==> src/rtl/input_port_route_buffer.sv <==
// Input-port flit FIFO with XY route computation and wormhole route locking.
// The head flit requests an output port from the switch allocator; a grant
// pops it and returns one credit upstream on the following cycle.
module input_port_route_buffer #(
  parameter int FLIT_W = 32,
  parameter int DEPTH  = 4,
  parameter int CUR_X  = 0,
  parameter int CUR_Y  = 0
) (
  input  logic              clk,
  input  logic              rst_n,
  input  logic              en,
  input  logic [FLIT_W-1:0] flit_in,
  input  logic              flit_in_valid,
  input  logic              sw_grant,
  output logic [FLIT_W-1:0] flit_out,
  output logic [2:0]        dst,
  output logic              dst_valid,
  output logic              credit_out,
  output logic              overflow_err
);

  // Global output-port codes shared with the switch allocator.
  localparam logic [2:0] OUT_LOCAL_PORT = 3'd0;
  localparam logic [2:0] OUT_X1_PORT    = 3'd1;
  localparam logic [2:0] OUT_X2_PORT    = 3'd2;
  localparam logic [2:0] OUT_Y1_PORT    = 3'd3;

  localparam logic [1:0] T_BODY      = 2'b00;
  localparam logic [1:0] T_HEAD      = 2'b01;
  localparam logic [1:0] T_TAIL      = 2'b10;
  localparam logic [1:0] T_HEAD_TAIL = 2'b11;

  localparam int         AW      = $clog2(DEPTH);
  localparam logic [AW:0]   CNT_ONE  = (AW+1)'(1);
  localparam logic [AW:0]   CNT_FULL = (AW+1)'(DEPTH);
  localparam logic [AW-1:0] PTR_ONE  = AW'(1);

  typedef enum logic {IDLE, ROUTED} state_t;

  logic [FLIT_W-1:0] mem [DEPTH];
  logic [AW-1:0]     wr_ptr, rd_ptr;
  logic [AW:0]       count;
  logic              empty, full, pop, push;
  logic [FLIT_W-1:0] head;
  logic [1:0]        head_type;
  logic [1:0]        dest_x;
  logic              dest_y;
  logic [2:0]        xy_route, cur_route, route_q, route_d;
  state_t            state_q, state_d;
  logic              credit_q, overflow_q;

  assign empty     = (count == '0);
  assign full      = (count == CNT_FULL);
  assign pop       = en & ~empty & sw_grant;
  // A write into a full FIFO only lands if the head leaves on the same edge.
  assign push      = flit_in_valid & (~full | pop);

  assign head      = mem[rd_ptr];
  assign head_type = head[FLIT_W-1 -: 2];
  assign dest_x    = head[FLIT_W-3 -: 2];
  assign dest_y    = head[FLIT_W-5];

  // Storage array; contents are only meaningful when count covers the slot.
  always_ff @(posedge clk) begin
    if (push) mem[wr_ptr] <= flit_in;
  end

  // Pointers, occupancy, credit pulse and sticky overflow flag.
  always_ff @(posedge clk or negedge rst_n) begin
    if (!rst_n) begin
      wr_ptr     <= '0;
      rd_ptr     <= '0;
      count      <= '0;
      credit_q   <= 1'b0;
      overflow_q <= 1'b0;
    end else begin
      if (push) wr_ptr <= wr_ptr + PTR_ONE;
      if (pop)  rd_ptr <= rd_ptr + PTR_ONE;
      case ({push, pop})
        2'b10:   count <= count + CNT_ONE;
        2'b01:   count <= count - CNT_ONE;
        default: count <= count;
      endcase
      credit_q <= pop;
      if (flit_in_valid && full && !pop) overflow_q <= 1'b1;
    end
  end

  // Dimension-ordered route: resolve X first, then Y, else eject locally.
  always_comb begin
    xy_route = OUT_LOCAL_PORT;
    if (int'(dest_x) < CUR_X)       xy_route = OUT_X1_PORT;
    else if (int'(dest_x) > CUR_X)  xy_route = OUT_X2_PORT;
    else if (int'(dest_y) != CUR_Y) xy_route = OUT_Y1_PORT;
  end

  // Wormhole state and locked route register.
  always_ff @(posedge clk or negedge rst_n) begin
    if (!rst_n) begin
      state_q <= IDLE;
      route_q <= OUT_LOCAL_PORT;
    end else begin
      state_q <= state_d;
      route_q <= route_d;
    end
  end

  // Next state, route latch and outputs. A malformed head (body/tail while
  // idle) is forwarded on whatever route is currently locked.
  always_comb begin
    state_d   = state_q;
    route_d   = route_q;
    cur_route = route_q;
    if (state_q == IDLE && (head_type == T_HEAD || head_type == T_HEAD_TAIL))
      cur_route = xy_route;
    if (pop) begin
      case (state_q)
        IDLE: begin
          if (head_type == T_HEAD) begin
            state_d = ROUTED;
            route_d = cur_route;
          end
        end
        ROUTED: begin
          if (head_type == T_TAIL || head_type == T_HEAD_TAIL) state_d = IDLE;
        end
        default: state_d = IDLE;
      endcase
    end
    dst = cur_route;
    if (state_q == IDLE && empty) dst = OUT_LOCAL_PORT;
  end

  assign dst_valid    = ~empty;
  assign flit_out     = empty ? '0 : head;
  assign credit_out   = credit_q;
  assign overflow_err = overflow_q;

endmodule

==> config.mk <==
export PLATFORM = sky130hd
export DESIGN_NAME = input_port_route_buffer
export DESIGN_NICKNAME = d
export VERILOG_FILES = /design/src/rtl/input_port_route_buffer.sv
export SDC_FILE = /design/constraint.sdc
export NUM_CORES = 1
export LEC_CHECK = 0
export CAP_MARGIN = 0
export CORE_ASPECT_RATIO = 0.7
export CORE_UTILIZATION = 49
export DETAILED_ROUTE_END_ITERATION = 6
export PLACE_DENSITY = 0.85
export SLEW_MARGIN = 10
export SYNTH_ARGS = -nofsm -noshare
export SYNTH_HDL_FRONTEND = slang
export SYNTH_SLANG_ARGS = --single-unit
==> constraint.sdc <==
create_clock -name clk -period 1.9 [get_ports clk]
set_input_delay 0.285 -clock clk [delete_from_list [all_inputs] [get_ports clk]]
set_output_delay 0.285 -clock clk [all_outputs]
set_load 0.05 [all_outputs]
==> results.toml, run 1 <==
[outcome]
outcome = "complete, but fails checks"
violations = "negative setup slack"

[yosys]
synth_area_sq_mm = 0.00559
ys_seq_area_share_pct = 74.6
synthTopCellsByArea = "edfxtp_1 69%, mux4_2 13%, dfrtp_1 5.8%, and2_1 3.7%, ha_1 1.1%"
ys_warn_count = 0
synth_edf_count = 128
async_flop_share_pct = 9.22
synthCells = 273
synth_fp_nets = 316
synth-main-ff-cell = "edfxtp_1"
ys_ff_latch = 141
ys_types = 29
syn_avg_cell_area_sq_um = 20.5
synth_top_area_cell = "edfxtp_1"
netlist.area_leader.share_pct = 68.8

[layout]
seq_area_sq_mm = 0.00417
n_fill_cell = 722
stdcell_count = 553
multi_input_area_sq_mm = 0.00146
area_delta_synth_final_pct = 37.0
final_nets = 433
layout-drive-gt1-share_pct = 43.4

[cts]
tritoncts = "built"
cts_sinks = 141
cts_hold_buf = 0
htree_num_levels = 4
insertion_delay_ns = 0.42
cts_max_path_buffers = 2
cts_buffers = 17
path_clk_slew_ns = 0.05
cts-root-buf = "clkbuf_16"

[route]
ant_nets = 0
vias = 3030
drc = 0
drt_iter0_markers = 148
avgRoutedWirePerCell_um = 21.6
viasPerCell = 5.48
drt-pass1-iter-count = 4
wl_um = 11900

[setup_path]
crit_fanout = 4
reg2regPathDepth = 11
worstSetupPathType = "register to output pin"
r2r_start = "count[1]"
r2r-end = "count[2]"
startpoint_type = "register"
rrSetupSlack_ns = -0.17
critPathArrivalTime_ns = 2.12
critical_path_required_ns = 1.62
critPathCaptureType = "output pin"

[power_and_ir_drop]
power_w = 0.0151
power.leakage_nw = 2.74
powerDensity_mw_per_mm2 = 1970
ir_drop_mv = 0.999

[timing]
hold_viol_final = 0
timing.final.ws_setup_ns = -0.507
finalCritPeriodShare_pct = 127
max_freq_mhz = 415
setup_viol = 38
rsz0062_at_grt = "true"
slew_viol_final = 0
relSlewSlack_pct = 57.6
period_needed_ns = 2.41
finClkSkew_ns = 0.0105
tightestPinTransition_ns = 0.634
fin_tns_setup_ns = -14.23

[global_route]
grt_pass1_wl_um = 18200
antenna_found_initial = 1
gr-total-overflow = 0
grt_use_total_pct = 22.2
grt_pass1_vias = 3255
grt_max_degree = 22

[placed_design]
dp_cells = 515
place_congestion = 0.747
hpwl_um = 7270
portBuffers = 74
pre_cts_slack_ns = -0.328

[floorplanning]
initial_core_util_pct = 50.6
rows = 32
die_h_um = 91.4
dieWidth_um = 130
die_area_sq_mm = 0.0118
io_pins = 75
coreArea_sq_mm = 0.0111

[min_path]
hp-class = "input port to asynchronous set/reset pin"

[flow_run]
max_cap_violations = 0
==> final cells by class <==
cell class	instances	area share, %
sequential	141	54.5
clock buffer	18	5.61
antenna	1	0.0327
inverter	9	0.474
multi-input combinational	112	19.0
tap	153	2.50
clock inverter	10	1.34
timing repair buffer	109	16.5
==> report_power, final <==
group	switching [W]	internal (W)
combinational	0.00418	0.00346
sequential	0.000278	0.00412
clock	0.00117	0.00188
total	0.00563	0.00945
==> Yosys cell counts (3+ instances only) <==
cell type / n
mux2i_1: 6
dfrtp_1: 13
buf_6: 3
mux4_2: 32
clkbuf_1: 3
ha_1: 5
nor2_1: 6
edfxtp_1: 128
and3_1: 4
inv_1: 9
nand2_1: 3
xor2_1: 3
buf_2: 5
and2_1: 33
xnor2_1: 3
==> worst max-delay path by stage <==
stage / cells past startpoint / to / start / slack (ns)
final: 6 / dst[1] / rd_ptr[0] / -0.51
after detailed placement: 11 / count[2] / en / -0.33
after floorplan: 10 / count[2] / count[0] / 0.01
after global placement: 11 / count[2] / sw_grant / -0.21
after global routing: 6 / dst[0] / rd_ptr[0] / -0.58
after CTS: 6 / dst[0] / rd_ptr[0] / -0.50
==> through the flow <==
stage	hold WS, ns	area [sq um]	utilization, %
3_3_place_gp	0.454	6880	62.3
5_1_grt	0.303	7650	69.3
3_5_place_dp	0.482	6880	62.3
6_report	0.264	7650	69.3
4_1_cts	0.265	7610	68.9
2_1_floorplan	-0.0106	5620	-
==> sequential cells by signal (all words and copies together), names as in the netlist <==
register,flops
state_q,1
credit_out,1
mem,128
overflow_err,1
wr_ptr,2
route_q,3
count,3
rd_ptr,2
==> worst max-delay path, stage by stage, from the launching register on <==
cell and delay, ns:
dfrtp_2 0.40, buf_12 0.13, mux4_2 0.55, nor3_1 0.22, mux2_4 0.20, nor2_4 0.05
buf_12 0.16
==> cells by family (layout without fill, tap and decap cells) <==
logic type / count (synthesis) / count (layout) / share of synthesized area (%)
AOI/OAI and AO/OA: 6 / 6 / 0.895
xor gates and xnor gates: 6 / 6 / 0.940
adders and majority gates: 6 / 6 / 1.48
buffers and inverters: 20 / 146 / 1.86
DFF: 141 / 141 / 74.6
muxes: 40 / 40 / 14.4
other: 0 / 1 / 0
and+or+nand+nor: 54 / 54 / 5.87
==> layer usage <==
metal / part of all wire (%) / global-route usage (%) / up-vias
li1: - / - / 1310
met1: 40 / 26.4 / 1603
met2: 52 / 37.1 / 88
met3: 4.4 / 7.37 / 29
met4: 2.8 / 9.11 / 0
met5: 0 / 0 / -
==> layout by cell type (no fill, tap or decap), types with 2 or more instances in the layout <==
cell type,n
edfxtp_1,128
clkdlybuf4s50_1,37
buf_4,35
mux4_2,32
buf_12,25
clkbuf_16,17
and2_1,14
and2_4,11
dfrtp_1,10
buf_6,9
and2_2,8
inv_1,6
mux2i_1,5
and3_2,4
ha_1,4
clkinv_2,4
nor2_4,3
nand2_1,3
xnor2_1,3
xor2_1,3
dfrtp_2,3
nor3_4,2
inv_2,2
nor2_1,2
a21oi_1,2
clkinv_1,2
bufinv_16,2
clkinvlp_4,2
==> what timing repair did <==
item                                    CTS  global route
gates resized for setup                  39            10
setup buffers                             7             3
pin swaps                                 7             5
endpoints found under the setup margin   41            41
No activity file was read; power rests on OpenSTA's default activity.
==> run 2, diff against run 1 <==
- CORE_MARGIN: default -> 2
- GPL_TIMING_DRIVEN: default -> 0
==> run 2 against run 1 <==
The run still ends with negative setup slack left. Combinational power up 8.8%. Non-clock buffer count up 8. Critical path depth unchanged. Setup slack worse by 0.017 ns. Register-to-register slack better by 0.04 ns. Via count down 1.2%. Flip-flop and latch count unchanged. Utilization up 2.6 points. Critical path type unchanged. Highest routed layer unchanged.
==> results.toml, run 2 (synthesis results as in run 1) <==
[cts]
cts_sinks = 141
insertion_delay_ns = 0.42
htree_num_levels = 4
tritoncts = "built"
cts_max_path_buffers = 2
cts_buffers = 17
cts-root-buf = "clkbuf_16"
cts_hold_buf = 0
path_clk_slew_ns = 0.06

[timing]
max_freq_mhz = 412
hold_viol_final = 0
finalCritPeriodShare_pct = 128
relSlewSlack_pct = 59.3
setup_viol = 37
tightestPinTransition_ns = 0.609
timing.final.ws_setup_ns = -0.524
period_needed_ns = 2.42
slew_viol_final = 0
finClkSkew_ns = 0.00581
hold-worst-slack_ns = 0.248
rsz0062_at_grt = "true"

[layout]
final_common_cell = "edfxtp_1"
final_nets = 441
top_regs = "mem x128, count x3, route_q x3"
regMostFlops = "mem"
n_antenna_cell = 0
layout-drive-gt1-share_pct = 49.1
largest_reg_flops = 128
stdcell_count = 564
area_delta_synth_final_pct = 42.2
layout_common_cells = "128 x edfxtp_1, 37 x clkdlybuf4s50_1, 33 x buf_6, 33 x and2_4, 32 x mux4_2"

[setup_path]
critical_path.endpoint = "dst[1]"
reg2regPathDepth = 11
critPathArrivalTime_ns = 2.14
crit_slowest_cell = "mux4_2"
cp_num_buf_inv = 2
path_cells = "buf_6 > mux4_2 > nor3_2 > mux2_4 > nor2_4 > buf_6"
crit_path_frequent_cell = "buf_6"
startpoint_type = "register"
critical_path_required_ns = 1.62
r2r_start = "count[0]"
r2r-end = "count[2]"
crit_fanout = 5
slowest_delay_ns = 0.56
critical_path.top_delay_family = "multiplexers"
critPathCaptureType = "output pin"
worst-path-stages = 6
critPathLaunch = "rd_ptr[0]"
rrSetupSlack_ns = -0.13
worstSetupPathType = "register to output pin"

[power_and_ir_drop]
p_clk_share_pct = 22.9
combPwrFrac_pct = 50.5
intPower_w = 0.0105
switching_share_pct = 36.0
powerDensity_mw_per_mm2 = 2070
seq_power_share_pct = 26.6
power.leakage_nw = 2.91
ir_drop_mv = 1.20
p_switching_w = 0.00593

[floorplanning]
io_pins = 75
rows = 32
die_h_um = 93.4
die_area_sq_mm = 0.0123
dieWidth_um = 132
initial_core_util_pct = 50.6
coreArea_sq_mm = 0.0111

[global_route]
grt_pass1_wl_um = 18000
gr-total-overflow = 0
grt_pass1_vias = 3098
grt_use_total_pct = 20.6
antenna_found_initial = 0
grt_max_degree = 22

[route]
ant_nets = 0
viasPerCell = 5.31
drc = 0
vias = 2993
drt_iter0_markers = 173
avgRoutedWirePerCell_um = 21.6
drt-pass1-iter-count = 4
wl_um = 12200

[placed_design]
place_congestion = 0.750
dp_cells = 504
hpwl_um = 6830
portBuffers = 74

[min_path]
hp-class = "input port to asynchronous set/reset pin"

[outcome]
outcome = "complete, but fails checks"
violations = "negative setup slack"

[flow_run]
max_cap_violations = 0
run 2: cell count changes in the layout (fill, tap and decap cells not counted), sizes merged:
cell	change
bufinv	+4
diode	-1
inv	+2
clkinvlp	-1
buf	+5
clkinv	-1
clkbuf	+3
run 2: worst register-to-register path: stages, from the launching register on:
cell and delay, ns:
dfrtp_2 0.44, buf_6 0.13, nor2_4 0.12, nand3_2 0.10, and2_4 0.16, inv_2 0.06
ha_4 0.13, inv_2 0.04, fa_2 0.33, xor2_1 0.15, nor2_1 0.14, xor2_1 0.15
run 2: metrics by stage:
stage               power, W  utilization (%)  instance area [sq um]  setup TNS [ns]  setup slack, ns
finish                0.0164             71.9                   7950          -15.06           -0.524
global route          0.0170             71.9                   7950          -17.23           -0.600
CTS                   0.0158             70.0                   7730          -13.68           -0.512
detailed placement    0.0108             60.2                   6660          -37.08           -0.826
global placement      0.0105             59.3                   6550         -136.01           -0.895
floorplan            0.00871                -                   5620               0           0.0105
run 2: what timing repair did:
action / 4_1_cts / 5_1_grt
buffers inserted: 14 / 11
pin swaps: 12 / 12
endpoints found under the hold margin: 0 / 0
resized for setup: 315 / 37
gates cloned: 3 / 1
endpoints found under the setup margin: 39 / 39
run 2: power groups by stage:
stage	Clock (W)	Sequential [W]	Combinational [W]
global placement	0	0.00437	0.00612
floorplan	0	0.00437	0.00434
global route	0.00394	0.00443	0.00867
finish	0.00376	0.00437	0.00831
detailed placement	0	0.00439	0.00637
CTS	0.00376	0.00438	0.00766
run 2: how the worst min path moves through the flow:
| stage | start | end | slack (ns) | depth (start not counted) |
|---|---|---|---|---|
| after CTS | rst_n | credit_out | 0.26 | 1 |
| after floorplan | rst_n | count[0] | -0.01 | 0 |
| after detailed placement | overflow_err | overflow_err | 0.47 | 1 |
| final | rst_n | route_q[2] | 0.25 | 1 |
| after global routing | rst_n | credit_out | 0.30 | 1 |
| after global placement | overflow_err | overflow_err | 0.45 | 1 |
run 2: metal layers:
layer  global-route usage [%]  wire [um]
met1                     27.1       5170
met4                     8.06        186
met5                        0          0
met2                     33.1       6190
met3                     6.02        629
run 2: layout make-up:
| class | count | area (sq um) |
|---|---|---|
| tap | 153 | 191 |
| inverter | 9 | 36.3 |
| sequential | 141 | 4170 |
| clock buffer | 18 | 429 |
| timing repair buffer | 106 | 1240 |
| fill | 669 | 3100 |
| multi-input combinational | 112 | 1490 |
| clock inverter | 14 | 240 |
| buffer | 11 | 141 |
==> run 3, diff against run 2 <==
- RECOVER_POWER: default -> 25
==> run 3 against run 2 <==
The run still ends with negative setup slack left. Count of clock-buffer cells in the layout unchanged. Register-to-register slack about the same. Via count up 0.47%. Cell area about the same. Wire length about the same. Global-route usage unchanged. Non-clock buffer count unchanged. Cell count up 0.18%. Critical path depth unchanged. Critical endpoint unchanged.
==> results.toml, run 3 (synthesis results as in run 1) <==
[outcome]
outcome = "complete, but fails checks"
violations = "negative setup slack"

[timing]
timing.final.ws_setup_ns = -0.526
rsz0062_at_grt = "true"
slew_viol_final = 0
hold_viol_final = 0
fin_tns_setup_ns = -15.12
relSlewSlack_pct = 59.3
period_needed_ns = 2.43
finalCritPeriodShare_pct = 128
tightestPinTransition_ns = 0.609
setup_viol = 37
max_freq_mhz = 412
finClkSkew_ns = 0.00577
hold-worst-slack_ns = 0.248

[power_and_ir_drop]
powerDensity_mw_per_mm2 = 2070
power.leakage_nw = 2.92
ir_drop_mv = 1.20

[floorplanning]
coreArea_sq_mm = 0.0111
io_pins = 75
dieWidth_um = 132
die_area_sq_mm = 0.0123
die_h_um = 93.4
rows = 32
initial_core_util_pct = 50.6

[setup_path]
reg2regPathDepth = 11
worstSetupPathType = "register to output pin"
path_cells = "buf_6 > mux4_2 > nor3_2 > mux2_4 > nor2_4 > buf_6"
crit_fanout = 5
cp_num_buf_inv = 2
crit_path_frequent_cell = "buf_6"
critPathCaptureType = "output pin"
slowest_delay_ns = 0.57
critical_path.top_delay_family = "multiplexers"
critPathArrivalTime_ns = 2.14
worst-path-stages = 6
rrSetupSlack_ns = -0.13
critical_path_required_ns = 1.62
startpoint_type = "register"
crit_slowest_cell = "mux4_2"

[cts]
path_clk_slew_ns = 0.06
tritoncts = "built"
cts_sinks = 141
htree_num_levels = 4
cts_max_path_buffers = 2
cts-root-buf = "clkbuf_16"
cts_buffers = 17
insertion_delay_ns = 0.42

[global_route]
antenna_found_initial = 1
grt_max_degree = 22
grt_use_total_pct = 20.6
gr-total-overflow = 0
grt_pass1_wl_um = 18000
grt_pass1_vias = 3098

[layout]
final_nets = 441
n_fill_cell = 669
area_delta_synth_final_pct = 42.2
utilization_pct = 71.9
final_common_cell = "edfxtp_1"
layout-drive-gt1-share_pct = 49.1
top_regs = "mem x128, count x3, route_q x3"
layout_common_cells = "128 x edfxtp_1, 33 x buf_6, 33 x and2_4, 32 x mux4_2, 19 x clkdlybuf4s50_1"
largest_reg_flops = 128
regMostFlops = "mem"

[min_path]
hp-class = "input port to asynchronous set/reset pin"

[placed_design]
pre_cts_slack_ns = -0.826
portBuffers = 74
place_congestion = 0.750
hpwl_um = 6830

[route]
drt_iter0_markers = 176
drc = 0
avgRoutedWirePerCell_um = 21.5
drt-pass1-iter-count = 4
vias = 3007
wl_um = 12200
viasPerCell = 5.32
ant_nets = 0

[flow_run]
max_cap_violations = 0
run 3: routing by layer:
metal / GRT usage, % / wire length (um) / part of all wire (%) / vias to the layer above
met5: 0 / 0 / 0 / -
met3: 6.02 / 654 / 5.4 / 20
met2: 33.1 / 6150 / 50 / 94
met4: 8.06 / 206 / 1.7 / 0
met1: 27.1 / 5160 / 42 / 1563
li1: - / - / - / 1330
run 3: area by class of cell:
class	instances	area, sq um	area share [%]
repair buffers	106	1240	15.6
multi-input cells	112	1490	18.8
clock buffers	18	429	5.40
plain buffers	11	141	1.78
diodes	1	2.50	0.0315
inverters	9	36.3	0.456
flip-flops and latches	141	4170	52.5
well taps	153	191	2.41
clock inverters	14	240	3.02
run 3: final timing paths:
path | startpoint | to
setup / recovery | rd_ptr[0] | dst[1]
hold / removal | rst_n | route_q[2]
setup reg to reg | count[0] | count[2]
hold reg to reg | overflow_err | overflow_err
max in group asynchronous | rst_n | count[2]
min in group clk | overflow_err | overflow_err
run 3: report_power, final:
group          switching [W]  internal, W  total (W)
logic                0.00438      0.00392    0.00830
clock network        0.00130      0.00247    0.00376
registers           0.000258      0.00412    0.00438
total                0.00593       0.0105     0.0164
run 3: stage by stage:
step | instances | area (sq um) | power (W)
finish | 565 | 7950 | 0.0164
global route | 564 | 7950 | 0.0170
CTS | 553 | 7730 | 0.0158
detailed placement | 504 | 6660 | 0.0108
global placement | 500 | 6550 | 0.0105
floorplan | 273 | 5620 | 0.00871
run 3: what timing repair did:
action / 4_1_cts / 5_1_grt
pin swaps: 12 / 12
buffers inserted: 14 / 11
gates resized for setup: 315 / 37
hold buffers: 0 / 0
setup endpoints to repair: 39 / 39
gates cloned: 3 / 1
